File: config.mk
export PLATFORM = sky130hd
export DESIGN_NAME = dpram_block_mover_flat
export DESIGN_NICKNAME = d
export VERILOG_FILES = /design/src/rtl/dpram_block_mover_pkg.sv /design/src/rtl/dpram_block_mover_if.sv /design/src/rtl/dpram_block_mover.sv /design/src/flat_wrapper.sv
export SDC_FILE = /design/constraint.sdc
export NUM_CORES = 1
export LEC_CHECK = 0
export ABC_AREA = 1
export CELL_PAD_IN_SITES_DETAIL_PLACEMENT = 1
export CELL_PAD_IN_SITES_GLOBAL_PLACEMENT = 1
export CORE_ASPECT_RATIO = 0.75
export CORE_MARGIN = 1.5
export CORE_UTILIZATION = 33
export DETAILED_ROUTE_END_ITERATION = 10
export PLACE_DENSITY_LB_ADDON = 0.1
export REMOVE_ABC_BUFFERS = 1
export SETUP_SLACK_MARGIN = 0.4
export SLEW_MARGIN = 10
export SYNTH_ARGS = -nofsm -noshare
export SYNTH_HDL_FRONTEND = slang
export SYNTH_SLANG_ARGS = --single-unit
File: constraint.sdc
create_clock -name clock -period 2.6 [get_ports clock]
set_input_delay 0.78 -clock clock [delete_from_list [all_inputs] [get_ports clock]]
set_output_delay 0.78 -clock clock [all_outputs]
set_load 0.01 [all_outputs]
File: src/rtl/dpram_block_mover_pkg.sv
`default_nettype none
// ============================================================================
// Module      : dpram_mover_pkg
// Description : Shared types and constants for the dual-port RAM block mover.
//               The state enum and mode encodings are used by the mover and
//               by anything that decodes its command interface.
// Revision    : 1.0 - initial release
// ============================================================================
package dpram_mover_pkg;

    // Mover sequencing states. The encoding is explicit so the state can be
    // probed on a debug bus without depending on tool enum ordering.
    typedef enum logic [2:0] {
        IDLE = 3'd0,
        RD   = 3'd1,
        WR   = 3'd2,
        FILL = 3'd3,
        DONE = 3'd4
    } mover_state_t;

    // Command mode encodings for the mode input.
    localparam logic MODE_COPY = 1'b0;
    localparam logic MODE_FILL = 1'b1;

endpackage : dpram_mover_pkg
`default_nettype wire

File: src/rtl/dpram_block_mover_if.sv
`default_nettype none
// ============================================================================
// Module      : dpram_block_mover_if
// Description : Command and RAM-port bundle for the block mover. The master
//               modport is the mover's view; the slave modport is the view of
//               the command source together with the RAM port it drives.
// Revision    : 1.0 - initial release
// ============================================================================
interface dpram_block_mover_if #(
    parameter int AW = 10,
    parameter int DW = 8
);
    // Command side
    logic          start;
    logic          mode;
    logic [AW-1:0] src_addr;
    logic [AW-1:0] dst_addr;
    logic [AW:0]   len;
    logic [DW-1:0] fill_data;
    logic          busy;
    logic          done;

    // RAM port side
    logic [AW-1:0] ram_addr;
    logic          ram_wren;
    logic [DW-1:0] ram_data;
    logic [DW-1:0] ram_q;

    modport master (
        input  start, mode, src_addr, dst_addr, len, fill_data, ram_q,
        output busy, done, ram_addr, ram_wren, ram_data
    );

    modport slave (
        output start, mode, src_addr, dst_addr, len, fill_data, ram_q,
        input  busy, done, ram_addr, ram_wren, ram_data
    );

endinterface : dpram_block_mover_if
`default_nettype wire

File: src/rtl/dpram_block_mover.sv
`default_nettype none
// ============================================================================
// Module      : dpram_block_mover
// Description : Bus master for one port of a dual-port RAM. Executes block
//               COPY (src -> dst, 2 cycles/byte) and FILL (constant -> dst,
//               1 cycle/byte). Addresses wrap modulo 2^AW independently.
//               COPY is strictly ascending, one byte at a time, so an
//               overlapping forward copy replicates the leading pattern.
// Revision    : 1.0 - initial release
// ============================================================================
module dpram_block_mover
    import dpram_mover_pkg::*;
#(
    parameter int AW = 10,
    parameter int DW = 8
) (
    input  wire logic          clock,
    input  wire logic          reset,
    dpram_block_mover_if.master bus
);

    mover_state_t  r_state;
    logic [AW-1:0] r_src;      // next source address to read
    logic [AW-1:0] r_dst;      // next destination address to write
    logic [AW:0]   r_rem;      // bytes still to be written after the current one
    logic [DW-1:0] r_fill;     // latched FILL value
    logic [DW-1:0] r_data;     // write data shown outside COPY write cycles
    logic [AW-1:0] r_addr;
    logic          r_wren;
    logic          r_busy;
    logic          r_done;

    // Command sequencing: latches the command on accept and registers every
    // RAM-port control so the port sees clean, glitch-free signals.
    always_ff @(posedge clock) begin
        if (reset) begin
            r_state <= IDLE;
            r_src   <= '0;
            r_dst   <= '0;
            r_rem   <= '0;
            r_fill  <= '0;
            r_data  <= '0;
            r_addr  <= '0;
            r_wren  <= 1'b0;
            r_busy  <= 1'b0;
            r_done  <= 1'b0;
        end else begin
            r_done <= 1'b0;
            r_wren <= 1'b0;
            case (r_state)
                IDLE: begin
                    if (bus.start) begin
                        r_fill <= bus.fill_data;
                        if (bus.len == '0) begin
                            // Empty transfer: complete without touching RAM.
                            r_state <= DONE;
                            r_done  <= 1'b1;
                        end else if (bus.mode == MODE_COPY) begin
                            // Issue the first read straight away.
                            r_state <= RD;
                            r_busy  <= 1'b1;
                            r_addr  <= bus.src_addr;
                            r_src   <= bus.src_addr + 1'b1;
                            r_dst   <= bus.dst_addr;
                            r_rem   <= bus.len;
                        end else begin
                            // Issue the first fill write straight away.
                            r_state <= FILL;
                            r_busy  <= 1'b1;
                            r_addr  <= bus.dst_addr;
                            r_wren  <= 1'b1;
                            r_data  <= bus.fill_data;
                            r_dst   <= bus.dst_addr + 1'b1;
                            r_rem   <= bus.len - 1'b1;
                        end
                    end
                end

                RD: begin
                    // Read is in flight; next cycle writes its data.
                    r_state <= WR;
                    r_addr  <= r_dst;
                    r_wren  <= 1'b1;
                    r_dst   <= r_dst + 1'b1;
                    r_rem   <= r_rem - 1'b1;
                end

                WR: begin
                    // Keep the byte just written visible once the write ends.
                    r_data <= bus.ram_q;
                    if (r_rem == '0) begin
                        r_state <= DONE;
                        r_busy  <= 1'b0;
                        r_done  <= 1'b1;
                    end else begin
                        r_state <= RD;
                        r_addr  <= r_src;
                        r_src   <= r_src + 1'b1;
                    end
                end

                FILL: begin
                    if (r_rem == '0) begin
                        r_state <= DONE;
                        r_busy  <= 1'b0;
                        r_done  <= 1'b1;
                    end else begin
                        r_addr <= r_dst;
                        r_wren <= 1'b1;
                        r_dst  <= r_dst + 1'b1;
                        r_rem  <= r_rem - 1'b1;
                    end
                end

                DONE: begin
                    // Start is ignored here; a new command is taken next cycle.
                    r_state <= IDLE;
                end

                default: begin
                    r_state <= IDLE;
                    r_busy  <= 1'b0;
                end
            endcase
        end
    end

    // During a COPY write the data comes straight from the RAM's own output
    // register, which is what allows a read and its write in back-to-back
    // cycles. In every other cycle the mover's held register is shown.
    assign bus.ram_data = (r_state == WR) ? bus.ram_q : r_data;
    assign bus.ram_addr = r_addr;
    assign bus.ram_wren = r_wren;
    assign bus.busy     = r_busy;
    assign bus.done     = r_done;

endmodule : dpram_block_mover
`default_nettype wire
File: src/flat_wrapper.sv
// flat-port wrapper written by rule: the top's interface ports become plain ports
module dpram_block_mover_flat import dpram_mover_pkg::*;
#(
    parameter int AW = 10,
    parameter int DW = 8
)
  (clock, reset, bus_start, bus_mode, bus_src_addr, bus_dst_addr, bus_len, bus_fill_data, bus_ram_q, bus_busy, bus_done, bus_ram_addr, bus_ram_wren, bus_ram_data);
  dpram_block_mover_if #(.AW(AW), .DW(DW)) bus_i ();
  input  wire logic clock;
  input  wire logic reset;
  input wire logic [$bits(bus_i.start)-1:0] bus_start;
  input wire logic [$bits(bus_i.mode)-1:0] bus_mode;
  input wire logic [$bits(bus_i.src_addr)-1:0] bus_src_addr;
  input wire logic [$bits(bus_i.dst_addr)-1:0] bus_dst_addr;
  input wire logic [$bits(bus_i.len)-1:0] bus_len;
  input wire logic [$bits(bus_i.fill_data)-1:0] bus_fill_data;
  input wire logic [$bits(bus_i.ram_q)-1:0] bus_ram_q;
  output wire logic [$bits(bus_i.busy)-1:0] bus_busy;
  output wire logic [$bits(bus_i.done)-1:0] bus_done;
  output wire logic [$bits(bus_i.ram_addr)-1:0] bus_ram_addr;
  output wire logic [$bits(bus_i.ram_wren)-1:0] bus_ram_wren;
  output wire logic [$bits(bus_i.ram_data)-1:0] bus_ram_data;
  assign bus_i.start = bus_start;
  assign bus_i.mode = bus_mode;
  assign bus_i.src_addr = bus_src_addr;
  assign bus_i.dst_addr = bus_dst_addr;
  assign bus_i.len = bus_len;
  assign bus_i.fill_data = bus_fill_data;
  assign bus_i.ram_q = bus_ram_q;
  assign bus_busy = bus_i.busy;
  assign bus_done = bus_i.done;
  assign bus_ram_addr = bus_i.ram_addr;
  assign bus_ram_wren = bus_i.ram_wren;
  assign bus_ram_data = bus_i.ram_data;
  dpram_block_mover #(.AW(AW), .DW(DW)) u_core (.clock(clock), .reset(reset), .bus(bus_i));
endmodule
After elaboration in Yosys (flattened, before gate mapping) --
Index checks and enable logic that the tools add are counted. W data, S select, Z words.
Storage, ports and cells: bits in registers 55, bits of input ports 51, output and inout port bits 21, logic and storage cells 87
Operators by class: add/sub/neg operators 6, equal/unequal tests 12, mux-type cells 45, bitwise gates (word level) 1, reduce and logical (&&, ||, !) cells 14
Operators by type and width (number):
- $mux W10 | 13
- $mux W11 | 4
- $add A10 B1 Y10 const B | 4
- $pmux W10 S4 | 1
- $pmux W11 S3 | 1
- $mux W8 | 4
- $pmux W10 S3 | 1
- $logic_not A11 Y1 | 2
- $sub A11 B1 Y11 const B | 2
- $pmux W10 S2 | 1
- $pmux W8 S2 | 1
- $mux W3 | 4
- $ne A2 B2 Y1 const B | 6
- $pmux W3 S4 | 1
- $reduce_and A4 Y1 | 3
- $mux W1 | 10
- $reduce_and A5 Y1 | 2
- $eq A3 B2 Y1 const B | 2
- $pmux W1 S3 | 2
- $ne A2 B1 Y1 const B | 2
- $reduce_bool A4 Y1 | 1
- $reduce_or A2 Y1 | 2
- $eq A3 B1 Y1 const B | 1
- $eq A3 B3 Y1 const B | 1
- 7 further kinds | 7

Depth between registers and ports, before layout --
depth after elaboration 5, depth in mapped cells 14, gate-level depth less buffers 13

Least setup slack after synthesis --
Ideal clock, no wire load.
kind input-to-reg, start point input port bus_len[0], end point register u_core.r_dst[6], setup time 0.116 ns, arrival time 1.996 ns, setup slack 0.488 ns, stages 12, path buffers 1, cells stage by stage inv_1 -> ha_1 -> nand3_1 -> nor2_1 -> nand3_4 -> nand2_8 -> inv_6 -> nand2_8 -> inv_4 -> buf_6 -> o21ai_0 -> nor2_1
On the way: word-level cells in the longest chain between the ends 3
RTL lines:
- start, declared | line flat_wrapper.sv:15 | input wire logic [$bits(bus_i.len)-1:0] bus_len;
- $logic_not A11 Y1 | line dpram_block_mover.sv:54 | if (bus.len == '0) begin
- $ne A2 B2 Y1 (no line)
- $reduce_and A4 Y1 (no line)
- end signal, assigned | line dpram_block_mover.sv:64 | r_dst <= bus.dst_addr;
- end signal, assigned | line dpram_block_mover.sv:73 | r_dst <= bus.dst_addr + 1'b1;
- end signal, assigned | line dpram_block_mover.sv:84 | r_dst <= r_dst + 1'b1;
- end, declared | line dpram_block_mover.sv:24 | logic [AW-1:0] r_dst;
No other way between the ends. A chain may end at the register's enable or synchronous reset.

Final worst setup path --
start point input port bus_len[10], end point register u_core.r_src[2]
On the way: word-level cells in the longest chain between the ends 3
RTL lines:
- $logic_not A11 Y1 | line dpram_block_mover.sv:54
- $ne A2 B2 Y1 (no line)
- $reduce_and A5 Y1 (no line)
- end signal, assigned | line dpram_block_mover.sv:63 | r_src <= bus.src_addr + 1'b1;
- end signal, assigned | line dpram_block_mover.sv:98 | r_src <= r_src + 1'b1;
- end, declared | line dpram_block_mover.sv:23 | logic [AW-1:0] r_src;
No other way between the ends.

==> flow_metrics.py <==
metrics = {
    "run_status": {
        "outcome": "finished, final reports clean",
    },
    "job": {
        "drv_cap": 0,
    },
    "clock_tree": {
        "clkTransAtPathRegs_ns": 0.07,
        "clock_latency_ns": 0.30,
        "cts_tree": "yes",
        "htreeDepth": 2,
        "root_buffer": "clkbuf_16",
        "numClockSinks": 55,
        "numCtsBuffers": 5,
        "clk_path_buf_depth": 2,
    },
    "detailed_routing": {
        "drc": 0,
        "postRouteAntennaNets": 0,
        "wl_per_cell_um": 15.9,
        "drt-initial-drc-count": 132,
        "first_pass_iters": 4,
        "via_count": 4638,
        "viasPerCell": 4.98,
        "wl_mm": 14.8,
    },
    "sta": {
        "max_freq_ghz": 0.459,
        "rsz0062_at_grt": "no",
        "slew_headroom": 0.739,
        "finalSetupViolations": 0,
        "setup_slack_ns": 0.424,
        "slew_violations": 0,
        "fin_skew_ns": 0.0102,
        "fin_crit_sh": 0.837,
        "tightest_slew_ns": 0.388,
        "finalCriticalPeriod_ns": 2.18,
        "finalHoldViolations": 0,
    },
    "grt": {
        "grt_pass1_wl_mm": 23.9,
        "overflow": 0,
        "grt_pass1_vias": 4835,
        "grt_max_degree": 30,
        "grt_usage": 0.226,
        "grt_antenna_before_repair": 0,
    },
    "setup_path": {
        "ff2ff_setup_slack_ns": 0.51,
        "cpPeakStageDelay_ns": 0.45,
        "critical_path_class": "in -> reg",
        "cp_max_fo": 6,
        "cpLargestDelayFamily": "buffers and inverters",
        "r2r_cells": 15,
        "required_ns": 2.79,
        "crit_chain": "clkdlybuf4s50_1 > nor3_2 > buf_4 > nand3_4 > buf_6 > nand4_4 > clkinv_2 > nor2_1 > nor2_1",
        "start_kind": "input port",
        "r2r-start": "u_core.r_state[0]",
        "arrival_ns": 2.37,
        "r2r_end": "u_core.r_data[5]",
        "cpMaxStageDelayCell": "clkdlybuf4s50_1",
        "crit_buf_inv": 4,
        "cp_common_cell": "nor2_1",
        "cp-end-kind": "flop",
    },
    "die": {
        "fp-row-count": 34,
        "core_sq_um": 11800,
        "start_util": 0.345,
        "io_pins": 72,
        "die_w_um": 131,
        "die_area_sq_um": 13000,
        "fp.dieH_um": 99.1,
    },
    "logic_synthesis": {
        "synthDistinctLibCells": 43,
        "ys_ff_latch": 55,
        "synth_top_area_frac": 0.271,
        "ys_seq_area_frac": 0.271,
        "yosys_warnings": 0,
        "syn-instance-count": 640,
        "synth.area.top_cells": "dfxtp_1, nand2_1, nor2_1, o21ai_0, inv_1",
        "synth_edf_count": 0,
        "syn_avg_cell_area_sq_um": 6.35,
        "synth_area_leader_cell": "dfxtp_1",
        "synth-main-ff-cell": "dfxtp_1",
        "synth_area_sq_um": 4070,
        "async_flop_share": 0,
    },
    "cells_and_area": {
        "final_layout_size_suffix_gt1_frac": 0.213,
        "fin_area_sq_um": 5710,
        "num_antenna_cells": 0,
        "syn_to_final_growth_pct": 40.4,
        "fin_nets": 827,
        "final_cells": 932,
    },
    "worst_hold_path": {
        "min_from": "u_core.bus.ram_addr[8]",
        "holdPathStages": 2,
        "holdCritPathClass": "reg -> reg",
        "min_to": "u_core.bus.ram_addr[8]",
    },
    "placement": {
        "postPlaceCellArea_sq_um": 5200,
        "dp_slack_ns": -0.238,
        "dp_cells": 896,
        "dp_hpwl_mm": 11.0,
        "routabilityCongestion": 0.846,
        "port_buffers": 71,
    },
    "pwr": {
        "irDropWorstVdd_mv": 0.388,
        "leakage_nw": 2.63,
        "total_power_mw": 4.99,
        "power.density_nw_per_um2": 873,
    },
}
cell usage in the layout, fill, tap and decap left out, types with 5 or more instances in the layout:
cell type / Yosys / layout
nand3b_1: 5 / 5
clkbuf_16: 0 / 5
o21ai_2: 2 / 5
nor2_1: 93 / 85
nor2_4: 5 / 6
buf_2: 6 / 8
inv_1: 51 / 49
o21ai_1: 5 / 13
nand4_1: 13 / 13
clkdlybuf4s50_1: 0 / 43
xor2_1: 17 / 17
dlygate4sd2_1: 0 / 13
o21ai_0: 53 / 42
nand2_1: 178 / 175
buf_6: 8 / 6
a31oi_1: 9 / 8
nor2_2: 4 / 12
dlymetal6s2s_1: 0 / 6
nand3_1: 38 / 36
dfxtp_1: 55 / 53
buf_4: 0 / 64
a21oi_1: 28 / 28
nand2_2: 8 / 10
worst register-to-register path, stage by stage, from the launching register on:
cell,delay [ns]
dfxtp_2,0.34
clkinv_4,0.08
nand2_2,0.07
nor2_4,0.12
buf_4,0.15
nand2_1,0.07
buf_4,0.13
buf_4,0.12
buf_4,0.12
buf_4,0.12
buf_4,0.12
buf_4,0.12
buf_4,0.12
buf_4,0.12
buf_4,0.12
a31oi_2,0.12
power breakdown:
group	switching [mW]	internal, mW	leakage (nW)
clock	0.315	0.451	0.0769
combinational	1.70	1.16	2.10
sequential	0.225	1.14	0.456
worst max-delay path by stage:
stage	start	endpoint	slack, ns	cells past startpoint
3_5_place_dp	bus_len[0]	u_core.r_data[7]	-0.24	12
6_report	bus_len[10]	u_core.r_src[2]	0.42	9
3_3_place_gp	bus_len[0]	u_core.bus.ram_addr[7]	-0.12	13
4_1_cts	bus_ram_q[7]	bus_ram_data[7]	0.30	4
5_1_grt	bus_len[10]	u_core.r_src[2]	0.38	9
2_1_floorplan	u_core.r_state[2]	u_core.r_src[6]	0.37	12
metrics by stage:
step,setup TNS (ns),util,hold WS [ns]
2_1_floorplan,0,-,0.439
3_3_place_gp,-2.39,0.442,0.455
3_5_place_dp,-4.49,0.442,0.463
4_1_cts,0,0.467,0.475
5_1_grt,0,0.484,0.505
6_report,0,0.484,0.473
cell families after synthesis:
kind of cell    share of synthesized area
flops                               0.271
fa+ha+maj                          0.0185
buf+inv                             0.100
compound gates                      0.153
xor+xnor                           0.0409
simple gates                        0.417
what timing repair did:
item | in CTS | in global routing
setup endpoints to repair | 59 | 57
pin swaps | 16 | 15
hold buffers | 0 | 0
gates cloned | 0 | 3
gates resized for setup | 63 | 46
setup buffers | 19 | 7
state kept, by name (all words and copies together) (netlist names):
register and count:
u_core.r_dst 10, u_core.r_rem 11, u_core.bus.ram_addr 10, u_core.r_src 10, u_core.bus.done 1, u_core.bus.ram_wren 1
u_core.r_state 3, u_core.bus.busy 1, u_core.r_data 8
per-layer routing:
| metal | GRT usage | part of all wire | vias to the layer above |
|---|---|---|---|
| li1 | - | - | 2346 |
| met1 | 0.292 | 0.48 | 2211 |
| met2 | 0.399 | 0.47 | 69 |
| met3 | 0.0336 | 0.036 | 12 |
| met4 | 0.0519 | 0.011 | 0 |
| met5 | 0 | 0 | - |
cells in the mapped netlist (8+ instances only):
| cell type | instances |
|---|---|
| buf_6 | 8 |
| inv_1 | 51 |
| clkbuf_1 | 8 |
| dfxtp_1 | 55 |
| nand2_2 | 8 |
| nor2_1 | 93 |
| nand2_1 | 178 |
| o21ai_0 | 53 |
| xor2_1 | 17 |
| nand3_1 | 38 |
| nand4_1 | 13 |
| a21oi_1 | 28 |
| a31oi_1 | 9 |
cell type report:
cell class,instances,area [sq um]
Inverter,60,253
Tap cell,162,203
Clock inverter,1,30.0
Timing Repair inverter,1,5.00
Multi-Input combinational cell,502,2690
Clock buffer,6,129
Fill cell,1562,6070
Sequential cell,55,1110
Timing Repair Buffer,145,1290
(Power assumes the default switching activity.)
